File: src/rtl/multipath_delay_ctrl.sv
// Triggered multi-channel delay injector: every path runs through a clocked tap line,
// and an arm/trigger FSM decides when the selected channels take the deeper tap.
module multipath_delay_ctrl #(
    parameter int CHANNELS  = 4,
    parameter int MAX_DELAY = 16,
    parameter int DLY_W     = $clog2(MAX_DELAY),
    parameter int CNT_W     = 8
) (
    input  logic                clk,
    input  logic                rst_n,
    input  logic [CHANNELS-1:0] din,
    output logic [CHANNELS-1:0] dout,
    input  logic                arm,
    input  logic                trig,
    input  logic [DLY_W-1:0]    cfg_delay,
    input  logic [CHANNELS-1:0] cfg_chan_en,
    input  logic [CNT_W-1:0]    cfg_threshold,
    input  logic [CNT_W-1:0]    cfg_window,
    output logic                active,
    output logic [1:0]          state
);

    localparam logic [1:0] ST_IDLE   = 2'd0;
    localparam logic [1:0] ST_ARMED  = 2'd1;
    localparam logic [1:0] ST_ACTIVE = 2'd2;
    localparam logic [1:0] ST_DONE   = 2'd3;

    localparam logic [CNT_W-1:0] CNT_ONE = CNT_W'(1);

    logic [MAX_DELAY-1:0] tap [CHANNELS];
    logic [1:0]           st;
    logic                 trig_q;
    logic                 trig_e;
    logic [CNT_W-1:0]     trig_cnt;
    logic [CNT_W-1:0]     trig_nxt;
    logic [CNT_W-1:0]     win_cnt;
    logic [CNT_W-1:0]     thr_l;
    logic [CNT_W-1:0]     win_l;
    logic [DLY_W-1:0]     d_l;
    logic [CHANNELS-1:0]  en_l;

    assign trig_e   = trig & ~trig_q;
    assign trig_nxt = trig_cnt + CNT_ONE;
    assign state    = st;
    assign active   = (st == ST_ACTIVE);

    // Tap lines shift unconditionally; only the output mux depends on the FSM.
    always_ff @(posedge clk) begin
        if (!rst_n) begin
            for (int c = 0; c < CHANNELS; c++) begin
                tap[c] <= '0;
            end
        end else begin
            for (int c = 0; c < CHANNELS; c++) begin
                tap[c] <= {tap[c][MAX_DELAY-2:0], din[c]};
            end
        end
    end

    always_ff @(posedge clk) begin
        if (!rst_n) begin
            trig_q <= 1'b0;
        end else begin
            trig_q <= trig;
        end
    end

    // Dropping arm wins over every other transition, including trigger and expiry.
    always_ff @(posedge clk) begin
        if (!rst_n) begin
            st       <= ST_IDLE;
            trig_cnt <= '0;
            win_cnt  <= '0;
            thr_l    <= '0;
            win_l    <= '0;
            d_l      <= '0;
            en_l     <= '0;
        end else if (!arm) begin
            st <= ST_IDLE;
        end else begin
            case (st)
                ST_IDLE: begin
                    d_l      <= cfg_delay;
                    en_l     <= cfg_chan_en;
                    thr_l    <= cfg_threshold;
                    win_l    <= cfg_window;
                    trig_cnt <= '0;
                    win_cnt  <= '0;
                    st       <= (cfg_threshold == '0) ? ST_ACTIVE : ST_ARMED;
                end
                ST_ARMED: begin
                    if (trig_e) begin
                        trig_cnt <= trig_nxt;
                        if (trig_nxt == thr_l) begin
                            win_cnt <= '0;
                            st      <= ST_ACTIVE;
                        end
                    end
                end
                ST_ACTIVE: begin
                    win_cnt <= win_cnt + CNT_ONE;
                    if ((win_l != '0) && (win_cnt == win_l - CNT_ONE)) begin
                        st <= ST_DONE;
                    end
                end
                ST_DONE: begin
                    st <= ST_DONE;
                end
                default: begin
                    st <= ST_IDLE;
                end
            endcase
        end
    end

    always_comb begin
        dout = '0;
        for (int c = 0; c < CHANNELS; c++) begin
            dout[c] = (active && en_l[c]) ? tap[c][d_l] : tap[c][0];
        end
    end

endmodule

File: config.mk
export PLATFORM = sky130hd
export DESIGN_NAME = multipath_delay_ctrl
export DESIGN_NICKNAME = d
export VERILOG_FILES = /design/src/rtl/multipath_delay_ctrl.sv
export SDC_FILE = /design/constraint.sdc
export NUM_CORES = 1
export LEC_CHECK = 0
export ABC_AREA = 1
export CORE_MARGIN = 10
export CORE_UTILIZATION = 55
export CTS_CLUSTER_SIZE = 16
export DETAILED_ROUTE_END_ITERATION = 8
export HOLD_SLACK_MARGIN = 0.05
export PLACE_DENSITY = 0.76
export SLEW_MARGIN = 0
export SYNTH_ARGS = -nofsm -noshare
export SYNTH_HDL_FRONTEND = slang
export SYNTH_SLANG_ARGS = --single-unit
File: constraint.sdc
create_clock -name clk -period 1.99 [get_ports clk]
set_input_delay 0.398 -clock clk [delete_from_list [all_inputs] [get_ports clk]]
set_output_delay 0.398 -clock clk [all_outputs]
set_load 0.02 [all_outputs]
## Word level (Yosys, flattened, before mapping)

Memories as Yosys holds them, arrays and structs flattened.
Cells that the tools add are included.
Widths: inputs -> output; s select.

| word-level totals | value |
|---|---|
| register bits after elaboration | 43 |
| latch bits | 0 |
| bits in writable memories | 64 |
| bits in read-only memories | 0 |
| bits of input ports | 32 |
| output and inout bits | 7 |
| word-level logic and storage cells | 70 |
| memories | 1 |

Memory list:

| memory | depth | width | read ports | clocked after Yosys merged registers in | write ports | line | RTL |
|---|---|---|---|---|---|---|---|
| tap | 4 | 16 | 4 | 0 | 4 | 30 | `logic [MAX_DELAY-1:0] tap [CHANNELS];` |

| operators by class | value |
|---|---|
| add/subtract/negate cells | 3 |
| multiply operators | 0 |
| divide/modulo/power cells | 0 |
| $lt $le $gt $ge | 1 |
| eq/ne operators | 8 |
| shift operators | 0 |
| multiplexer cells | 28 |
| bitwise operators | 6 |
| reduce and logical (&&, ||, !) cells | 15 |

Operators with widths:

| cell | count |
|---|---|
| $mux 16 | 4 |
| $mux 8 | 3 |
| $pmux 8 s3 | 1 |
| $add 8x1->8 const B | 2 |
| $bmux 1 s4 | 4 |
| $eq 8x8->1 | 2 |
| $pmux 8 s2 | 1 |
| $mux 1 | 10 |
| $logic_not 8->1 | 1 |
| $mux 2 | 4 |
| $pmux 2 s4 | 1 |
| $reduce_bool 8->1 | 1 |
| $sub 8x1->8 const B | 1 |
| $reduce_and 3->1 | 2 |
| $logic_and 1x1->1 | 5 |
| $lt 4x5->1 const B | 1 |
| $eq 2x2->1 const B | 2 |
| $ne 2x2->1 const B | 2 |
| $or 1x1->1 | 4 |
| $reduce_and 2->1 | 2 |
| $reduce_and 4->1 | 1 |
| $reduce_bool 3->1 | 1 |
| $eq 2x1->1 const B | 1 |
| $logic_not 2->1 | 1 |
| other kinds (4) | 4 |

## Longest topological paths before layout

Gate-level depths: netlist (run 1).

| depth | value |
|---|---|
| depth in word-level cells | 5 |
| depth in mapped cells | 14 |
| mapped depth without buffers | 14 |

## Least setup slack after synthesis (run 1)

OpenSTA, ideal clock, no wires.

| timing | value |
|---|---|
| path type | reg-to-output |
| start | register st[1] (netlist: state[1]) |
| end | output port dout[0] |
| arrival | 1.731 ns |
| required time | 1.592 ns |
| setup slack | -0.139 ns |
| cell stages (with the launch flop) | 7 |
| path buffers | 0 |
| cells stage by stage | dfxtp_1 inv_1 nor2_1 clkinv_1 nor2_1 nand2_1 o21ai_0 |

| on the way | value |
|---|---|
| word-level cells in the longest chain between the ends | 3 |

Ends and longest elaborated chain:

| element | line | RTL |
|---|---|---|
| start: declaration | 31 | `logic [1:0] st;` |
| start signal: assignment | 89 | `st <= (cfg_threshold == '0) ? ST_ACTIVE : ST_ARMED;` |
| $eq 2x2->1 | 45 | `assign active = (st == ST_ACTIVE);` |
| via active | 19 | `output logic active,` |
| $logic_and 1x1->1 | 119 | `dout[c] = (active && en_l[c]) ? tap[c][d_l] : tap[c][0];` |
| $mux 1 | 119 |  |
| end: declaration | 12 | `output logic [CHANNELS-1:0] dout,` |

The timed path passes the listed nets, and every way through them passes these cells.

## Worst setup path after layout (run 1)

| timing | value |
|---|---|
| start | register d_l[0] |
| end | output port dout[2] |

| on the way | value |
|---|---|
| word-level cells in the longest chain between the ends | 3 |

Ends and longest elaborated chain:

| element | line | RTL |
|---|---|---|
| start: declaration | 39 | `logic [DLY_W-1:0] d_l;` |
| start signal: assignment | 83 | `d_l <= cfg_delay;` |
| $bmux 1 s4 | 119 |  |
| $mux 1 (implied by the code) | 119 |  |
| $mux 1 | 119 |  |

Every way passes these cells. The select of a mux whose other input is x is not followed.

==> results of run 1 <==
[metal layers]
metal | wire [um] | share of wire (%) | up-vias
met3 | 633 | 5.3 | 12
met1 | 4984 | 42 | 2069
li1 | - | - | 2266
met2 | 6154 | 52 | 130
met4 | 127 | 1.1 | 0
met5 | 0 | 0 | -
[worst max-delay path, cell delays in order, from the launching register on]
cell      delay [ps]
dfxtp_4          390
buf_4            180
o21ai_0          320
o221ai_2         160
nand3_1          110
nand3_1           70
o21a_1           130
buf_6            130
[registers in the layout, summed over array words and instances, names as in the netlist]
signal / count
state: 2
d_l: 4
thr_l: 8
tap: 64
trig_q: 1
win_l: 8
en_l: 4
trig_cnt: 8
win_cnt: 8
[cell families after synthesis]
family / Yosys count
flip-flops: 107
buffers and inverters: 144
AO/OA/AOI/OAI: 120
adder cells (fa/ha/maj): 3
AND/OR/NAND/NOR: 298
XOR/XNOR: 9
[final cells by class]
| class | count | area, um^2 |
|---|---|---|
| flip-flops and latches | 107 | 2148 |
| well taps | 105 | 131.4 |
| fillers | 659 | 2391 |
| clock inverters | 6 | 65.06 |
| multi-input cells | 430 | 2183 |
| inverters | 119 | 454.2 |
| clock buffers | 10 | 127.6 |
| repair buffers | 77 | 798.3 |
[synthesized netlist by cell type]
cell	n
clkinv_1	2
nand3b_1	2
xnor2_1	4
a21oi_1	38
nand4_1	4
o221ai_1	13
ha_1	3
nor3_1	4
nand4_4	1
dfxtp_1	107
nor4_1	2
nand2_2	2
o21ai_0	61
o22ai_1	1
xor2_1	5
o21bai_1	1
o211ai_1	3
nor3b_1	1
inv_1	117
nand2_1	161
o21a_1	2
nand2_4	1
nor2_4	1
nand3_2	1
nand3_1	40
o21bai_2	1
nor2b_1	1
nor2_1	74
nor2_2	3
clkbuf_1	25
[layout by cell type, fill, tap and decap left out, types with 4 or more instances in the layout]
master           synthesis  routed
a21oi_1                 38      36
buf_12                   0       6
buf_4                    0      31
clkbuf_8                 0       9
clkdlybuf4s50_1          0      32
dfxtp_1                107     104
inv_1                  117     116
nand2_1                161     161
nand3_1                 40      40
nand4_1                  4       4
nor2_1                  74      69
nor2_2                   3       4
nor2_4                   1       5
nor3_1                   4       4
o21ai_0                 61      45
o21ai_1                  0       9
o21ai_2                  0       4
o221ai_1                13       7
o221ai_2                 0       6
xnor2_1                  4       4
xor2_1                   5       5
[how the worst max path moves through the flow]
stage                     startpoint       to  slack (ps)  depth (start not counted)
after global routing          d_l[0]  dout[2]        -340                          7
after detailed placement      d_l[0]  dout[0]        -290                         10
after CTS                     d_l[0]  dout[0]        -210                          9
after floorplan             state[1]  dout[0]          20                          6
after global placement        d_l[0]  dout[0]        -220                         10
final                         d_l[0]  dout[2]        -260                          7
[per-stage QoR]
stage	TNS [ps]	cell area [um^2]	std cells	util [%]	total power [uW]
after global routing	-1414	5908	854	71.19	4520
after global placement	-1708	5423	830	65.34	2918
after detailed placement	-2737	5423	830	65.34	2943
after CTS	-813.3	5674	847	68.37	4253
final	-867.0	5908	854	71.19	4321
after floorplan	0	4727	681	-	2681
[report_power, final]
group	switching (uW)	total, uW	internal [uW]
Clock	806	1300	497
Sequential	47.4	2250	2200
Combinational	422	768	346
[repair_timing]
action / CTS / global route
resized for setup: 42 / 41
pin swaps: 8 / 13
hold buffers: 0 / 0
cloned: 1 / 2
buffers inserted: 0 / 5
setup endpoints to repair: 5 / 13
==> results.yml, run 1 <==
run_status:
  outcome: "finished, violations left"
  violations: "negative setup slack"
global_route:
  use_met1_pct: 20.29
  antenna_found_initial: 0
  grt.overflow.total: 0
  grt-busiest-layer: "met2"
  grt_max_degree: 51
  global_route.usage.met2_pct: 31.37
  grt_pass1_vias: 4266
  grt_first_pass_wirelength_mm: 18.98
  grtUsageMet3_pct: 4.153
  track_usage_pct: 17.50
synthesis:
  synth_top_family_by_area: "simple AND/OR/NAND/NOR gates"
  synth-seq-cells: 107
  synth-simple-area-share_pct: 26.54
  synth_xor_area_share_pct: 1.668
  synth-compound-area-share_pct: 14.22
  synth_area_um2: 4725
  synth_area_leaders: "dfxtp_1 45%, nand2_1 13%, inv_1 9.3%"
  synthMuxAreaShare_pct: 0
  synth_cell_type_count: 30
  synth_top_cell_area_share_pct: 45.34
  yosys.area.top_type: "dfxtp_1"
  yosys_warnings: 0
  syn_nets: 716
  synth_fa_ha_area_share_pct: 0.7945
  yosysSeqAreaShare_pct: 45.34
  syn_avg_cell_area_um2: 6.938
  synth_cells: 681
clock_tree:
  clk_latency_ps: 370
  cts.clk_slew.worst_paths_ps: 110
  cts_buffers: 9
  htree_levels: 3
  cts_tree: "done"
  numClockSinks: 107
  clockBufferDepth: 2
  cts_root_buffer: "clkbuf_8"
placed_design:
  io_buffers: 38
  place_ws_ps: -291.8
  dp_hpwl_mm: 8.027
  gp_congestion: 0.8643
drt:
  num_vias: 4477
  wl_per_cell_um: 13.93
  routed_wl_mm: 11.90
  drc_errors: 0
  vias_per_cell: 5.242
  first_pass_iters: 5
  drtAntennaViolNets: 0
  drt_iter0_drc: 257
worst_setup_path:
  rr_startpoint: "trig_cnt[1]"
  critPathLaunchType: "flip-flop"
  worstSetupPathType: "reg2out"
  r2r_cells: 11
  worstPathMaxFanout: 10
  reg2reg_slack_ps: 60
  r2r_end: "win_cnt[1]"
  required_ps: 1590
  worstSetupEndpointType: "output pin"
  crit_arrival_ps: 1850
min_path:
  hold_end: "trig_q"
  min_path_type: "in2reg"
  hold_path.startpoint: "rst_n"
  min_delay_path_depth: 3
floorplan:
  start_util_pct: 56.93
  dieHeight_um: 112.7
  num_io_pins: 39
  die-area_um2: 12700
  dieWidth_um: 112.7
  core_um2: 8299
  rows: 33
power:
  power-per-cell-area_nw_per_um2: 731.3
  power.leakage_uw: 0.002883
  peakVddDrop_mv: 0.4953
sta:
  finalClockSkew_ps: 14.74
  max_clock_freq_ghz: 0.4450
  final-hold-violation-count: 0
  tightestPinTransition_ps: 541.6
  holdWs_ps: 427.5
  period_needed_ps: 2247
  worst_slack_ps: -257.1
  rsz0062_at_grt: "true"
  slew_headroom_pct: 63.85
  finalCritPeriodShare_pct: 112.9
  finalSetupViolCount: 4
  drv_slew: 0
layout:
  finalNetCount: 779
  diodes: 0
  area_growth_pct: 25.05
  drive_gt1_share_pct: 12.82
run:
  maxCapViolations: 0
(Power assumes the default switching activity.)
==> inputs of run 2 (changes only) <==
Settings changed: CORE_MARGIN 10 to 2.
==> run 2 against run 1 <==
The flow still finishes with violations (negative setup slack). Combinational power is essentially flat. Sequential power barely moved. Utilization up 0.37 points. Register-to-register slack better by 100 ps. Setup slack improved by 23 ps. Global-route usage rose by 6.5 points. Largest cell class unchanged. Non-clock buffer count fell by 5. Count of clock-buffer cells in the layout unchanged.
==> results.yml, run 2 (same netlist as run 1, synthesis figures left out) <==
floorplan:
  num_io_pins: 39
  dieWidth_um: 96.68
  rows: 33
  dieHeight_um: 96.68
  start_util_pct: 57.21
  die-area_um2: 9347
  core_um2: 8258
layout:
  largest_reg_flops: 64
  diodes: 0
  drive_gt1_share_pct: 13.83
  final_common_cell: "nand2_1"
  finalNetCount: 775
  area_growth_pct: 25.08
  fillers: 665
  top_register: "tap"
  fin_area_um2: 5909
  final_cell_mix: "160 x nand2_1, 117 x inv_1, 102 x dfxtp_1"
worst_setup_path:
  critical_path.max_stage_delay_ps: 460
  crit_chain: "inv_8 -> buf_12 -> o21ai_2 -> o221ai_1 -> o211ai_1 -> nand2_1 -> nand2_1 -> o21ai_2 -> buf_6"
  rr_startpoint: "trig_cnt[1]"
  worst-path-stages: 9
  worstSetupPathType: "reg2out"
  critPathLaunchType: "flip-flop"
  r2r_end: "win_cnt[7]"
  crit_slowest_cell: "dfxtp_4"
  crit_arrival_ps: 1830
  cp_top_family: "compound AO/OA/AOI/OAI gates"
  cp_num_buf_inv: 3
  r2r_cells: 12
  required_ps: 1590
  worstPathMaxFanout: 7
  reg2reg_slack_ps: 160
  worstSetupEndpointType: "output pin"
power:
  power-per-cell-area_nw_per_um2: 725.1
  peakVddDrop_mv: 0.6029
  power.leakage_uw: 0.002868
sta:
  finalClockSkew_ps: 14.80
  slew_headroom_pct: 63.51
  holdWs_ps: 417.3
  worst_slack_ps: -234.6
  finalSetupViolCount: 4
  tightestPinTransition_ps: 546.7
  period_needed_ps: 2225
  rsz0062_at_grt: "true"
  finalCritPeriodShare_pct: 111.8
  final-hold-violation-count: 0
  drv_slew: 0
  max_clock_freq_ghz: 0.4495
clock_tree:
  hold_buffers: 0
  clk_latency_ps: 370
  cts_root_buffer: "clkbuf_8"
  cts.clk_slew.worst_paths_ps: 100
  htree_levels: 3
  clockBufferDepth: 2
  numClockSinks: 107
  cts_buffers: 9
  cts_tree: "done"
run_status:
  outcome: "finished, violations left"
  violations: "negative setup slack"
drt:
  first_pass_iters: 5
  num_vias: 4502
  drtAntennaViolNets: 0
  vias_per_cell: 5.296
  drt_iter0_drc: 225
  drc_errors: 0
  routed_wl_mm: 11.61
  wl_per_cell_um: 13.66
global_route:
  grt_first_pass_wirelength_mm: 18.89
  antenna_found_initial: 0
  grt.overflow.total: 0
  grt_max_degree: 49
  track_usage_pct: 23.98
  grt_pass1_vias: 4401
placed_design:
  io_buffers: 38
  gp_congestion: 0.8985
  placed_area_um2: 5388
  dp_hpwl_mm: 7.601
min_path:
  hold_path.startpoint: "rst_n"
  min_delay_path_depth: 3
  hold_end: "trig_q"
  min_path_type: "in2reg"
run:
  maxCapViolations: 0
[run 2: cell type report]
type / instances / area [um^2] / area share, %
well taps: 105 / 131.4 / 2.223
repair buffers: 72 / 767.0 / 12.98
flip-flops and latches: 107 / 2153 / 36.44
clock buffers: 10 / 127.6 / 2.160
inverters: 119 / 454.2 / 7.686
clock inverters: 6 / 55.05 / 0.9316
multi-input cells: 431 / 2221 / 37.58
[run 2: worst max path at each step]
stage                        start      end  slack, ps
after detailed placement    d_l[0]  dout[1]       -280
final                       d_l[0]  dout[0]       -230
after global placement      d_l[0]  dout[0]       -230
after global routing        d_l[1]  dout[0]       -310
after floorplan           state[1]  dout[0]         20
after CTS                   d_l[0]  dout[0]       -160
[run 2: routing by layer]
layer / part of all wire, % / track usage (%)
met3: 4.5 / 5.130
met5: 0 / 0
met1: 43 / 28.79
met4: 2.4 / 8.559
met2: 50 / 42.25
[run 2: power by group]
group / switching [uW] / total, uW / internal (uW) / leakage (uW)
logic: 430 / 770 / 339 / 0.00191
registers: 47.6 / 2250 / 2200 / 0.000873
clock network: 784 / 1270 / 483 / 0.0000873
total: 1260 / 4290 / 3020 / 0.00287
[run 2: timing repair]
item | 4_1_cts | 5_1_grt
pin swaps | 16 | 13
gates resized for setup | 72 | 34
gates cloned | 2 | 3
buffers inserted | 0 | 2
endpoints found under the setup margin | 5 | 13
[run 2: metrics by stage]
step	utilization, %	TNS, ps	setup slack (ps)	instances	power [uW]
final	71.56	-784.4	-234.6	850	4285
after global routing	71.56	-1116	-313.6	850	4475
after CTS	69.41	-562.1	-161.6	845	4227
after detailed placement	65.24	-2292	-284.7	827	2929
after global placement	65.24	-1800	-228.2	827	2908
after floorplan	-	0	22.27	681	2681
[run 2: worst reg2reg max path, stage by stage (launching register included)]
cell and delay [ps]:
dfxtp_4 370, ha_4 170, nand2_4 100, inv_1 60, nor2_2 120, nand2_1 70, nand2_1 100, nand3_1 150
nor2_4 160, nand4_4 150, nand2_4 140, nand2_1 60, a21oi_1 110
==> inputs of run 3 (changes only) <==
Settings changed: CORE_MARGIN 2 to default.
==> run 3 against run 2 <==
The flow still finishes with violations (negative setup slack). Critical endpoint is now dout[2]. Clock power rose by 17%. Worst hold slack improved by 16 ps. Wire length fell by 5.2%. Sequential power barely moved. Cell count rose by 0.35%. Largest cell class is now flip-flops and latches.
==> results.yml, run 3 (same netlist as run 1, synthesis figures left out) <==
worst_setup_path:
  path_common_cell: "nand3_1"
  critical_path.max_stage_delay_ps: 440
  critPathLaunchType: "flip-flop"
  r2r_cells: 13
  worstPathMaxFanout: 9
  crit_chain: "inv_8 -> clkbuf_16 -> o21ai_1 -> o221ai_1 -> nand3_1 -> nand3_1 -> o21a_1 -> buf_4"
  crit_arrival_ps: 1730
  r2r_end: "win_cnt[3]"
  worstSetupEndpointType: "output pin"
  rr_startpoint: "trig_cnt[1]"
  worstSetupPathType: "reg2out"
  required_ps: 1590
  crit_slowest_cell: "dfxtp_4"
  reg2reg_slack_ps: 160
global_route:
  grt_pass1_vias: 4055
  antenna_found_initial: 0
  track_usage_pct: 24.64
  grt_first_pass_wirelength_mm: 17.47
  grt_max_degree: 31
  grt.overflow.total: 0
placed_design:
  io_buffers: 38
  dp_cells: 829
  place_ws_ps: -310.8
  gp_congestion: 0.8605
  dp_hpwl_mm: 7.545
clock_tree:
  clockBufferDepth: 2
  hold_buffers: 0
  htree_levels: 3
  cts_buffers: 9
  cts_root_buffer: "clkbuf_8"
  cts_tree: "done"
  clk_latency_ps: 370
  cts.clk_slew.worst_paths_ps: 100
  numClockSinks: 107
sta:
  finalCritPeriodShare_pct: 106.9
  final-hold-violation-count: 0
  slew_headroom_pct: 65.95
  worst_slack_ps: -137.7
  drv_slew: 0
  fin_tns_setup_ps: -521.3
  finalSetupViolCount: 4
  tightestPinTransition_ps: 510.3
  max_clock_freq_ghz: 0.4700
  period_needed_ps: 2128
  rsz0062_at_grt: "true"
  finalClockSkew_ps: 9.260
power:
  combinationalPowerShare_pct: 16.3
  switching_share_pct: 26.92
  peakVddDrop_mv: 0.5359
  pwr-share-seq_pct: 50.6
  p_sw_uw: 1197
  power-per-cell-area_nw_per_um2: 760.2
  power_frac_clock_pct: 33.2
  internal_power_uw: 3251
  power.leakage_uw: 0.002890
floorplan:
  num_io_pins: 39
  core_um2: 8258
  rows: 33
  start_util_pct: 57.21
  dieWidth_um: 94.68
  die-area_um2: 8964
  dieHeight_um: 94.68
drt:
  drt_iter0_drc: 164
  wl_per_cell_um: 12.90
  num_vias: 4422
  drtAntennaViolNets: 0
  drc_errors: 0
  vias_per_cell: 5.184
  routed_wl_mm: 11.01
  first_pass_iters: 5
layout:
  instances_no_fill: 853
  finalNetCount: 779
  final_common_cell: "nand2_1"
  area_growth_pct: 23.86
  utilization_pct: 70.86
  diodes: 0
  largest_reg_flops: 64
  final_cell_mix: "161 x nand2_1, 116 x inv_1, 102 x dfxtp_1"
  drive_gt1_share_pct: 11.90
  top_register: "tap"
min_path:
  min_path_type: "reg2reg"
  hold_end: "tap[1][5]"
  hold_path.startpoint: "tap[1][4]"
  min_delay_path_depth: 2
run_status:
  violations: "negative setup slack"
  outcome: "finished, violations left"
run:
  maxCapViolations: 0
-- run 3: per-layer routing --
| metal | GRT usage, % | vias up | part of all wire (%) |
|---|---|---|---|
| met5 | 0 | - | 0 |
| met4 | 6.187 | 0 | 1.2 |
| met3 | 5.475 | 17 | 4.2 |
| met2 | 44.54 | 98 | 52 |
| met1 | 29.33 | 2042 | 43 |
| li1 | - | 2265 | - |
-- run 3: cell type report --
class / instances / area, um^2
Fill cell: 694 / 2406
Sequential cell: 107 / 2151
Multi-Input combinational cell: 431 / 2120
Timing Repair Buffer: 76 / 772.0
Inverter: 119 / 457.9
Tap cell: 105 / 131.4
Clock buffer: 9 / 123.9
Clock inverter: 6 / 96.34
-- run 3: power by group through the flow --
stage / Combinational (uW) / Sequential, uW / Clock, uW
5_1_grt: 802 / 2260 / 1600
4_1_cts: 650 / 2240 / 1510
2_1_floorplan: 397 / 2280 / 0
6_report: 724 / 2250 / 1480
3_5_place_dp: 630 / 2290 / 0
3_3_place_gp: 613 / 2290 / 0
-- run 3: critical path: cells and delay by family (launching register included) --
| family | cells | cell delay (ps) |
|---|---|---|
| AOI/OAI and AO/OA | 3 | 350 |
| and+or+nand+nor | 2 | 190 |
| buffers and inverters | 3 | 380 |
| DFF | 1 | 440 |
-- run 3: worst max path at each step --
stage / from / to / slack, ps / cells after the start
floorplan: state[1] / dout[0] / 20 / 6
global placement: d_l[0] / dout[1] / -250 / 10
detailed placement: d_l[0] / dout[1] / -310 / 8
CTS: d_l[0] / dout[0] / -110 / 10
global route: state[1] / dout[3] / -250 / 7
finish: d_l[0] / dout[2] / -140 / 8
-- run 3: metrics by stage --
| stage | cell area, um^2 | hold slack [ps] | total power [uW] |
|---|---|---|---|
| 2_1_floorplan | 4727 | 403.5 | 2681 |
| 3_3_place_gp | 5378 | 409.3 | 2902 |
| 3_5_place_dp | 5378 | 417.1 | 2921 |
| 4_1_cts | 5638 | 431.0 | 4404 |
| 5_1_grt | 5852 | 446.0 | 4657 |
| 6_report | 5852 | 433.6 | 4448 |
-- run 3: repair_timing --
item / in CTS / in global routing
pin swaps: 0 / 9
endpoints found under the setup margin: 5 / 13
buffers inserted: 0 / 4
gates cloned: 0 / 5
resized for setup: 50 / 28
